File: src/rtl/inst_fetch.sv
// rtl/inst_fetch.sv - RV32I instruction fetch stage with a credit-limited in-order fetch queue.
// if2dec_o packs the decode packet as {pc[31:2], inst32, instValid}.
module inst_fetch #(
  parameter logic [29:0] RESET_PC = 30'h0,
  parameter int          DEPTH    = 4
) (
  input  logic        clk,
  input  logic        rst,
  input  logic        stall_i,
  input  logic        redirect_i,
  input  logic [29:0] redirect_pc_i,
  output logic        imem_req_o,
  output logic [29:0] imem_addr_o,
  input  logic        imem_gnt_i,
  input  logic        imem_rvalid_i,
  input  logic [31:0] imem_rdata_i,
  output logic [62:0] if2dec_o
);
  localparam int AW = $clog2(DEPTH);
  localparam int CW = AW + 1;
  localparam logic [CW-1:0] DEPTH_C = CW'(DEPTH);

  logic [29:0]   fpc, rpc;
  logic [CW-1:0] inflight, drop, count;
  logic [AW-1:0] rd_ptr, wr_ptr;
  logic [29:0]   q_pc   [DEPTH];
  logic [31:0]   q_inst [DEPTH];

  logic          grant, resp, push, pop, inst_valid;
  logic [CW-1:0] inflight_net;

  // inflight + count never exceeds DEPTH, so the CW-bit sum cannot wrap
  assign imem_req_o   = !rst && !redirect_i && ((inflight + count) < DEPTH_C);
  assign imem_addr_o  = fpc;
  assign grant        = imem_req_o && imem_gnt_i;
  assign resp         = imem_rvalid_i && (inflight != '0);
  assign push         = resp && (drop == '0) && !redirect_i;
  assign inst_valid   = !rst && (count != '0) && !redirect_i;
  assign pop          = inst_valid && !stall_i;
  assign inflight_net = inflight - CW'(resp);
  assign if2dec_o     = {q_pc[rd_ptr], q_inst[rd_ptr], inst_valid};

  always_ff @(posedge clk) begin
    if (rst) begin
      fpc      <= RESET_PC;
      rpc      <= RESET_PC;
      inflight <= '0;
      drop     <= '0;
      count    <= '0;
      rd_ptr   <= '0;
      wr_ptr   <= '0;
    end else if (redirect_i) begin
      // everything still outstanding belongs to the wrong path
      fpc      <= redirect_pc_i;
      rpc      <= redirect_pc_i;
      inflight <= inflight_net;
      drop     <= inflight_net;
      count    <= '0;
      rd_ptr   <= '0;
      wr_ptr   <= '0;
    end else begin
      if (grant) fpc <= fpc + 30'd1;
      inflight <= inflight_net + CW'(grant);
      if (resp && (drop != '0)) drop <= drop - CW'(1);
      if (push) begin
        rpc    <= rpc + 30'd1;
        wr_ptr <= wr_ptr + AW'(1);
      end
      if (pop) rd_ptr <= rd_ptr + AW'(1);
      count <= count + CW'(push) - CW'(pop);
    end
  end

  always_ff @(posedge clk) begin
    if (push) begin
      q_pc[wr_ptr]   <= rpc;
      q_inst[wr_ptr] <= imem_rdata_i;
    end
  end
endmodule
File: config.mk
export PLATFORM = sky130hd
export DESIGN_NAME = inst_fetch
export DESIGN_NICKNAME = d
export VERILOG_FILES = /design/src/rtl/inst_fetch.sv
export SDC_FILE = /design/constraint.sdc
export NUM_CORES = 1
export LEC_CHECK = 0
export BUFFER_PORTS_ARGS = -buffer_cell sky130_fd_sc_hd__buf_2
export CAP_MARGIN = 10
export CELL_PAD_IN_SITES_DETAIL_PLACEMENT = 1
export CELL_PAD_IN_SITES_GLOBAL_PLACEMENT = 2
export CORE_MARGIN = 1.5
export CORE_UTILIZATION = 42
export DETAILED_ROUTE_END_ITERATION = 7
export PLACE_DENSITY_LB_ADDON = 0.1
export SLEW_MARGIN = 0
export SYNTH_ARGS = -nofsm -noshare
export SYNTH_HDL_FRONTEND = slang
export SYNTH_SLANG_ARGS = --single-unit
File: constraint.sdc
create_clock -name clk -period 4.3 [get_ports clk]
set_clock_uncertainty 0.05 [all_clocks]
set_input_delay 0.86 -clock clk [delete_from_list [all_inputs] [get_ports clk]]
set_output_delay 0.86 -clock clk [all_outputs]
set_load 0.01 [all_outputs]
== Word-level counts from Yosys, hierarchy flattened ==
Memory sizes are Yosys's and may differ from the RTL's. A register that Yosys moved wholly into a read port is not among the register bits.
Index checks and enable logic that the tools add are counted.

* Bits in read-only memories: 0
* RAM bits: 248
* Register bits after elaboration: 73
* Bits in latches: 0
* Output and inout bits: 94
* Memories: 2
* Input bits: 68
* Word-level logic and storage cells: 54

{| class="wikitable"
|+ Memories
! name !! words !! bits a word !! read ports !! clocked after memory_dff !! wr ports !! line !! source
|-
| q_inst || 4 || 32 || 1 || 1 || 1 || 27 || <nowiki>logic [31:0] q_inst [DEPTH];</nowiki>
|-
| q_pc || 4 || 30 || 1 || 1 || 1 || 26 || <nowiki>logic [29:0] q_pc [DEPTH];</nowiki>
|}

* Equal/unequal tests: 0
* Multiply operators: 0
* Add/sub/neg operators: 10
* Reductions and logical operators: 21
* Shift-type cells: 0
* Div/mod/pow operators: 0
* Multiplexer cells: 13
* Bitwise operators: 0
* $lt $le $gt $ge: 1

{| class="wikitable"
|+ Operators by type and width
! operator !! number
|-
| $mux 30 || 4
|-
| $add 30x1->30 const B || 2
|-
| $logic_and 1x1->1 || 10
|-
| $mux 3 || 3
|-
| $reduce_bool 3->1 || 3
|-
| $mux 2 || 4
|-
| $add 3x1->3 || 2
|-
| $reduce_bool 2->1 || 3
|-
| $sub 3x1->3 || 2
|-
| $add 2x1->2 const B || 2
|-
| $add 3x3->3 || 1
|-
| $logic_not 1->1 || 3
|-
| $logic_not 3->1 || 1
|-
| $lt 3x3->1 const B || 1
|-
| $sub 3x1->3 const B || 1
|-
| $mux 1 || 2
|-
| $reduce_or 2->1 || 1
|}

== Logic depth before layout (Yosys ltp) ==
Gate-level depths: netlist (run 1).

* Word-level depth: 6
* Gate-level depth with buffers: 12
* Gate-level depth less buffers: 12

== Worst setup path before layout (run 1) ==
OpenSTA, ideal clock, no wires.

* Kind: in2reg
* Start point: input port redirect_i
* End point: memory q_inst[0][0], enable pin
* Library setup time: 426 ps
* Stages on the path: 3
* Required time: 3824 ps
* Setup slack: 979 ps
* Buffers on the path: 1
* Data arrival time: 2845 ps
* Cell sequence: buf_2 nor3_1 and2_1

* Longest elaborated chain between the ends: 4

{| class="wikitable"
|+ Ends and longest elaborated chain
! what !! line !! source
|-
| start, declared || 10 || <nowiki>input logic redirect_i,</nowiki>
|-
| $logic_not 1->1 || 37 || <nowiki>assign push = resp && (drop == '0) && !redirect_i;</nowiki>
|-
| $logic_and 1x1->1 || 37 ||
|-
| $mux 1 || 75 || <nowiki>if (push) begin</nowiki>
|-
| $mux 1 (implied by the code) || 77 || <nowiki>q_inst[wr_ptr] <= imem_rdata_i;</nowiki>
|-
| end, declared || 27 ||
|}

No other way between the ends.

==> flow_metrics.env, run 1 <==
export IMPL_finalSetupViolations=0
export IMPL_cts_resized=0
export IMPL_ctsLongestPathBuffers=3
export IMPL_p_leak_nw=5.38
export IMPL_maxCapViolCount=0
export IMPL_cp_start_kind="flop"
export IMPL_die_x_microns=179
export IMPL_required_ps=3390
export IMPL_peakVddDrop_uv=235
export IMPL_crit_arrival_ps=2330
export IMPL_drv_slew=0
export IMPL_synth_edf_count=248
export IMPL_place_congestion=0.798
export IMPL_top_layer_used="met4"
export IMPL_worst_pin_slew_ps=864
export IMPL_crit_path_top_delay_cell="dfxtp_4"
export IMPL_cp_end_kind="output port"
export IMPL_avgSynthCellArea_sq_um=15.9
export IMPL_crit_chain="buf_12, mux4_2, buf_2"
export IMPL_num_vias=7582
export IMPL_multi_input_area_sq_mm=0.00380
export IMPL_fin_area_sq_mm=0.0155
export IMPL_yosysTopAreaCellShare_pct=57.0
export IMPL_dpl_hpwl_mm=20.2
export IMPL_synth_main_ff_cell="edfxtp_1"
export IMPL_postRouteAntennaNets=0
export IMPL_status="complete, no violations"
export IMPL_p_per_area_mw_per_mm2=469
export IMPL_cts_sinks=323
export IMPL_cts_root_buf="clkbuf_16"
export IMPL_grt_first_pass_wirelength_mm=46.2
export IMPL_start_util_pct=42.7
export IMPL_grt_max_degree=63
export IMPL_drc_errors=0
export IMPL_slew_headroom_pct=41.9
export IMPL_synth_area_sq_mm=0.0131
export IMPL_synth_warnings=0
export IMPL_utilization_pct=50.8
export IMPL_cp_max_fo=41
export IMPL_fin_crit_sh_pct=75.2
export IMPL_drive_gt1_share_pct=29.3
export IMPL_dr_wl_met3_mm=1.38
export IMPL_dpl_instance_area_sq_mm=0.0144
export IMPL_ios=162
export IMPL_cts_tree="yes"
export IMPL_clk_latency_ps=510
export IMPL_drtIter0Drc=425
export IMPL_fin_nets=1089
export IMPL_cts_hold_buf=0
export IMPL_holdWs_ps=489
export IMPL_synth_seq_cells=323
export IMPL_rows=64
export IMPL_register_area_sq_mm=0.00895
export IMPL_synth_cell_types=49
export IMPL_htree_levels=2
export IMPL_n_fill_cell=3012
export IMPL_cp_top_family="flip-flops"
export IMPL_wl_met1_mm=14.1
export IMPL_post_place_ws_ps=1070
export IMPL_syn_to_final_growth_pct=19.0
export IMPL_cts_buffers=36
export IMPL_postCtsSetupBuffers=0
export IMPL_port_buffer_count=161
export IMPL_final_hold_violation_count=0
export IMPL_grt_antenna_before_repair=0
export IMPL_yosysSeqAreaShare_pct=68.5
export IMPL_hold_class="reg -> reg"
export IMPL_globalRouteOverflowTotal=0
export IMPL_clkTransAtPathRegs_ps=60
export IMPL_max_freq_mhz=309
export IMPL_critPathBufInv=2
export IMPL_grt_pass1_vias=7974
export IMPL_wire_per_inst_microns=21.0
export IMPL_via_per_inst=5.32
export IMPL_synthArstFlopShare_pct=0
export IMPL_route_met2_wl_mm=14.0
export IMPL_diodes=0
export IMPL_die_h_microns=179
export IMPL_firstDrtPassIters=4
export IMPL_path_class="reg -> out"
export IMPL_drt_wl_total_mm=29.9
export IMPL_groute_usage_overall_pct=19.1
export IMPL_slowest_delay_ps=650
export IMPL_syn_nets=907
export IMPL_die_area_sq_mm=0.0322
export IMPL_yosys_area_top_type="edfxtp_1"
export IMPL_setup_ws_ps=1060
export IMPL_rsz0062_at_grt="no"
export IMPL_netlist_instances=823
export IMPL_fin_crit_ps=3240
export IMPL_yosys_top_cells_area="edfxtp_1, dfxtp_1, mux4_2"
export IMPL_coreArea_sq_mm=0.0306
export IMPL_setup_tns_ps=0
[through the flow]
stage                     power [W]  std cells
after floorplan             0.00416        823
after global routing        0.00757       1424
after detailed placement    0.00450       1363
final                       0.00728       1424
after CTS                   0.00738       1424
after global placement      0.00448       1363
[worst paths after layout]
kind	to	from	slack, ps	cells after the start
min	q_pc[1][24]$_DFFE_PP_	rpc[24]$_SDFFE_PP0P_	490	0
max	if2dec_o[45]	flop	1060	3
min reg2reg	q_pc[1][24]$_DFFE_PP_	rpc[24]$_SDFFE_PP0P_	490	0
max reg2reg	count[2]$_SDFF_PP0_	drop[0]$_SDFFE_PP0P_	1510	12
[kinds of logic after synthesis]
logic type	after synthesis	share of synthesized area, %
buffers and inverters	79	2.41
adders and majority gates	16	1.59
AOI/OAI and AO/OA	108	5.76
xor gates and xnor gates	48	3.28
and+or+nand+nor	184	7.49
DFF	323	68.5
muxes	65	10.9
[cells in the mapped netlist (all sizes together) (8+ instances only)]
master,n
a21boi,22
a21oi,28
and2,14
buf,16
clkbuf,19
dfxtp,75
edfxtp,248
ha,15
inv,43
mux4,62
nand2,38
nand3,25
nand4,33
nor2,32
nor3,14
nor4,8
o21a,10
o311ai,9
o31a,12
xnor2,17
xor2,31
[power by group]
part           leakage, nW  total, W  switching (W)  internal (W)
registers             2.87   0.00366       0.000118       0.00354
logic                 1.98  0.000758       0.000445      0.000313
clock network        0.533   0.00286        0.00116       0.00170
[layout by cell type (no fill, tap or decap), types with 12 or more instances in the layout]
cell,count
a21boi_0,22
a21oi_1,28
buf_2,161
clkbuf_16,36
dfxtp_1,73
edfxtp_1,248
ha_1,15
inv_1,43
mux4_2,62
nand2_1,38
nand3_1,25
nand4_1,32
nor2_1,31
o31a_1,12
xnor2_1,16
xor2_1,31
[metal layers]
layer  vias to the layer above  GRT usage (%)
li1                       3562              -
met2                       190           30.4
met4                         0           4.72
met1                      3793           27.5
met5                         -              0
met3                        37           2.91
[registers in the layout, summed over array words and instances, names as in the netlist, named ones only]
name         cells
count            3
drop             3
imem_addr_o     30
inflight         3
q_inst         128
q_pc           120
rd_ptr           2
rpc             30
wr_ptr           2
[layout make-up]
type	instances	share of cell area, %
clock buffer	49	6.24
clock inverter	12	0.781
inverter	44	1.06
multi-input combinational	421	24.5
sequential	323	57.6
tap	396	3.19
timing repair buffer	179	6.62
(Power assumes the default switching activity.)
==> inputs of run 2 (changes only) <==
--- a/config.mk
+++ b/config.mk
@@ -10,7 +10,7 @@
 export CELL_PAD_IN_SITES_DETAIL_PLACEMENT = 1
 export CELL_PAD_IN_SITES_GLOBAL_PLACEMENT = 2
 export CORE_MARGIN = 1.5
-export CORE_UTILIZATION = 42
+export CORE_UTILIZATION = 38
 export DETAILED_ROUTE_END_ITERATION = 7
 export PLACE_DENSITY_LB_ADDON = 0.1
 export SLEW_MARGIN = 0
==> constraint.sdc (replaced) <==
create_clock -name clk -period 2.9 [get_ports clk]
set_clock_uncertainty 0.05 [all_clocks]
set_input_delay 0.58 -clock clk [delete_from_list [all_inputs] [get_ports clk]]
set_output_delay 0.58 -clock clk [all_outputs]
set_load 0.01 [all_outputs]
==> run 2 against run 1 <==
Via count rose by 1.7%; sequential power rose by 48%; clock power rose by 58%; count of clock-buffer cells in the layout fell by 6; total power rose by 52%; utilization fell by 3.8 points; sequential share of layout area fell by 1.1 points; global-route usage fell by 1.1 points; sequential cell count did not move; worst hold slack got worse by 250 ps.
==> flow_metrics.env, run 2 (synthesis results as in run 1) <==
export IMPL_slew_headroom_pct=56.7
export IMPL_fin_area_sq_mm=0.0158
export IMPL_p_per_area_mw_per_mm2=700
export IMPL_port_buffer_count=161
export IMPL_final_cell_mix="edfxtp_1, buf_2, dfxtp_1"
export IMPL_cp_end_kind="output port"
export IMPL_cts_root_buf="clkbuf_16"
export IMPL_drive_gt1_share_pct=30.9
export IMPL_coreArea_sq_mm=0.0337
export IMPL_status="complete, no violations"
export IMPL_cts_tree="yes"
export IMPL_dpl_instance_area_sq_mm=0.0147
export IMPL_ctsLongestPathBuffers=3
export IMPL_rr_endpoint="count[2]$_SDFF_PP0_"
export IMPL_cp_top_family="flip-flops"
export IMPL_cts_hold_buf=0
export IMPL_wire_per_inst_microns=20.9
export IMPL_rows=67
export IMPL_crit_path_top_delay_cell="dfxtp_1"
export IMPL_utilization_pct=47.0
export IMPL_register_area_sq_mm=0.00895
export IMPL_clk_latency_ps=510
export IMPL_hold_depth=1
export IMPL_place_congestion=0.804
export IMPL_drtIter0Drc=388
export IMPL_drt_wl_total_mm=31.2
export IMPL_path_class="reg -> out"
export IMPL_top_regs="q_inst x128, q_pc x120"
export IMPL_die_area_sq_mm=0.0355
export IMPL_postRouteAntennaNets=0
export IMPL_peakVddDrop_uv=366
export IMPL_cp_max_fo=16
export IMPL_fin_crit_sh_pct=93.8
export IMPL_post_place_ws_ps=314
export IMPL_cts_buffers=35
export IMPL_required_ps=2270
export IMPL_cts_sinks=323
export IMPL_min_to="q_inst[1][18]$_DFFE_PP_"
export IMPL_grt_max_degree=63
export IMPL_r2r_setup_slack_ps=460
export IMPL_largest_reg_flops=128
export IMPL_fin_nets=1104
export IMPL_clkTransAtPathRegs_ps=60
export IMPL_maxCapViolCount=0
export IMPL_groute_usage_overall_pct=17.9
export IMPL_min_delay_start="imem_rdata_i[18]"
export IMPL_crit_arrival_ps=2090
export IMPL_grt_pass1_vias=8252
export IMPL_diodes=0
export IMPL_r2r_start="drop[0]$_SDFFE_PP0P_"
export IMPL_via_per_inst=5.17
export IMPL_setup_ws_ps=181
export IMPL_rsz0062_at_grt="no"
export IMPL_final_common_cell="edfxtp_1"
export IMPL_die_x_microns=188
export IMPL_r2r_cells=12
export IMPL_hold_class="in -> reg"
export IMPL_critPathBufInv=2
export IMPL_crit_chain="ha_1, a31oi_1, xnor2_2, buf_6, and2_1, buf_2"
export IMPL_n_fill_cell=3382
export IMPL_p_leak_nw=5.51
export IMPL_drv_slew=0
export IMPL_setup_tns_ps=0
export IMPL_worst_pin_slew_ps=646
export IMPL_firstDrtPassIters=4
export IMPL_grt_first_pass_wirelength_mm=49.1
export IMPL_largest_register="q_inst"
export IMPL_globalRouteOverflowTotal=0
export IMPL_fin_crit_ps=2720
export IMPL_ios=162
export IMPL_die_h_microns=188
export IMPL_htree_levels=2
export IMPL_max_freq_mhz=368
export IMPL_cp_start_kind="flop"
export IMPL_drc_errors=0
export IMPL_start_util_pct=38.7
export IMPL_final_hold_violation_count=0
export IMPL_dpl_hpwl_mm=20.6
export IMPL_num_vias=7708
export IMPL_syn_to_final_growth_pct=21.3
export IMPL_multi_input_area_sq_mm=0.00380
export IMPL_grt_antenna_before_repair=0
export IMPL_slowest_delay_ps=390
export IMPL_finalSetupViolations=0
## run 2: cell types whose count changed in the layout (fill, tap and decap cells not counted), moves of 2 or more
| cell | previous run | this run |
|---|---|---|
| bufinv_16 | 2 | 5 |
| clkinv_2 | 3 | 6 |
| clkinv_1 | 5 | 3 |
| clkbuf_1 | 11 | 7 |
| clkbuf_8 | 2 | 0 |
| buf_4 | 11 | 23 |
| buf_12 | 7 | 10 |
| clkinv_4 | 0 | 2 |
## run 2: worst max path at each step
stage	from	endpoint	slack, ps	cells after the start
6_report	count[1]$_SDFF_PP0_	imem_req_o	180	6
3_5_place_dp	redirect_i	count[2]$_SDFF_PP0_	310	10
2_1_floorplan	rst	count[2]$_SDFF_PP0_	310	10
5_1_grt	count[1]$_SDFF_PP0_	imem_req_o	20	6
4_1_cts	count[1]$_SDFF_PP0_	imem_req_o	110	6
3_3_place_gp	redirect_i	count[2]$_SDFF_PP0_	340	10
## run 2: what timing repair did
action | in CTS | in global routing
gates resized for setup | 0 | 1
setup buffers | 0 | 0
endpoints found under the setup margin | 0 | 1
## run 2: cell type report
cell class / instances / area share [%]
repair buffers: 195 / 7.52
clock inverters: 18 / 1.50
multi-input cells: 421 / 24.0
well taps: 448 / 3.54
flip-flops and latches: 323 / 56.6
inverters: 44 / 1.04
clock buffers: 43 / 5.86
## run 2: where the power goes
| part | internal, W | switching, W | total, W |
|---|---|---|---|
| combinational | 0.000478 | 0.000676 | 0.00115 |
| clock | 0.00273 | 0.00178 | 0.00451 |
| sequential | 0.00525 | 0.000171 | 0.00542 |
| total | 0.00846 | 0.00262 | 0.0111 |
## run 2: per-layer routing
| metal | wire length [microns] | GRT usage [%] | vias up |
|---|---|---|---|
| met1 | 14800 | 25.2 | 3869 |
| met3 | 1350 | 3.00 | 40 |
| met5 | 0 | 0 | - |
| met2 | 14500 | 29.2 | 206 |
| li1 | - | - | 3593 |
| met4 | 589 | 4.49 | 0 |
## run 2: per-stage QoR
step                total power, W  std cells  hold WS [ps]
floorplan                  0.00617        823           424
finish                      0.0111       1492           237
global placement           0.00667       1431           478
CTS                         0.0112       1492           216
global route                0.0115       1492           220
detailed placement         0.00668       1431           484
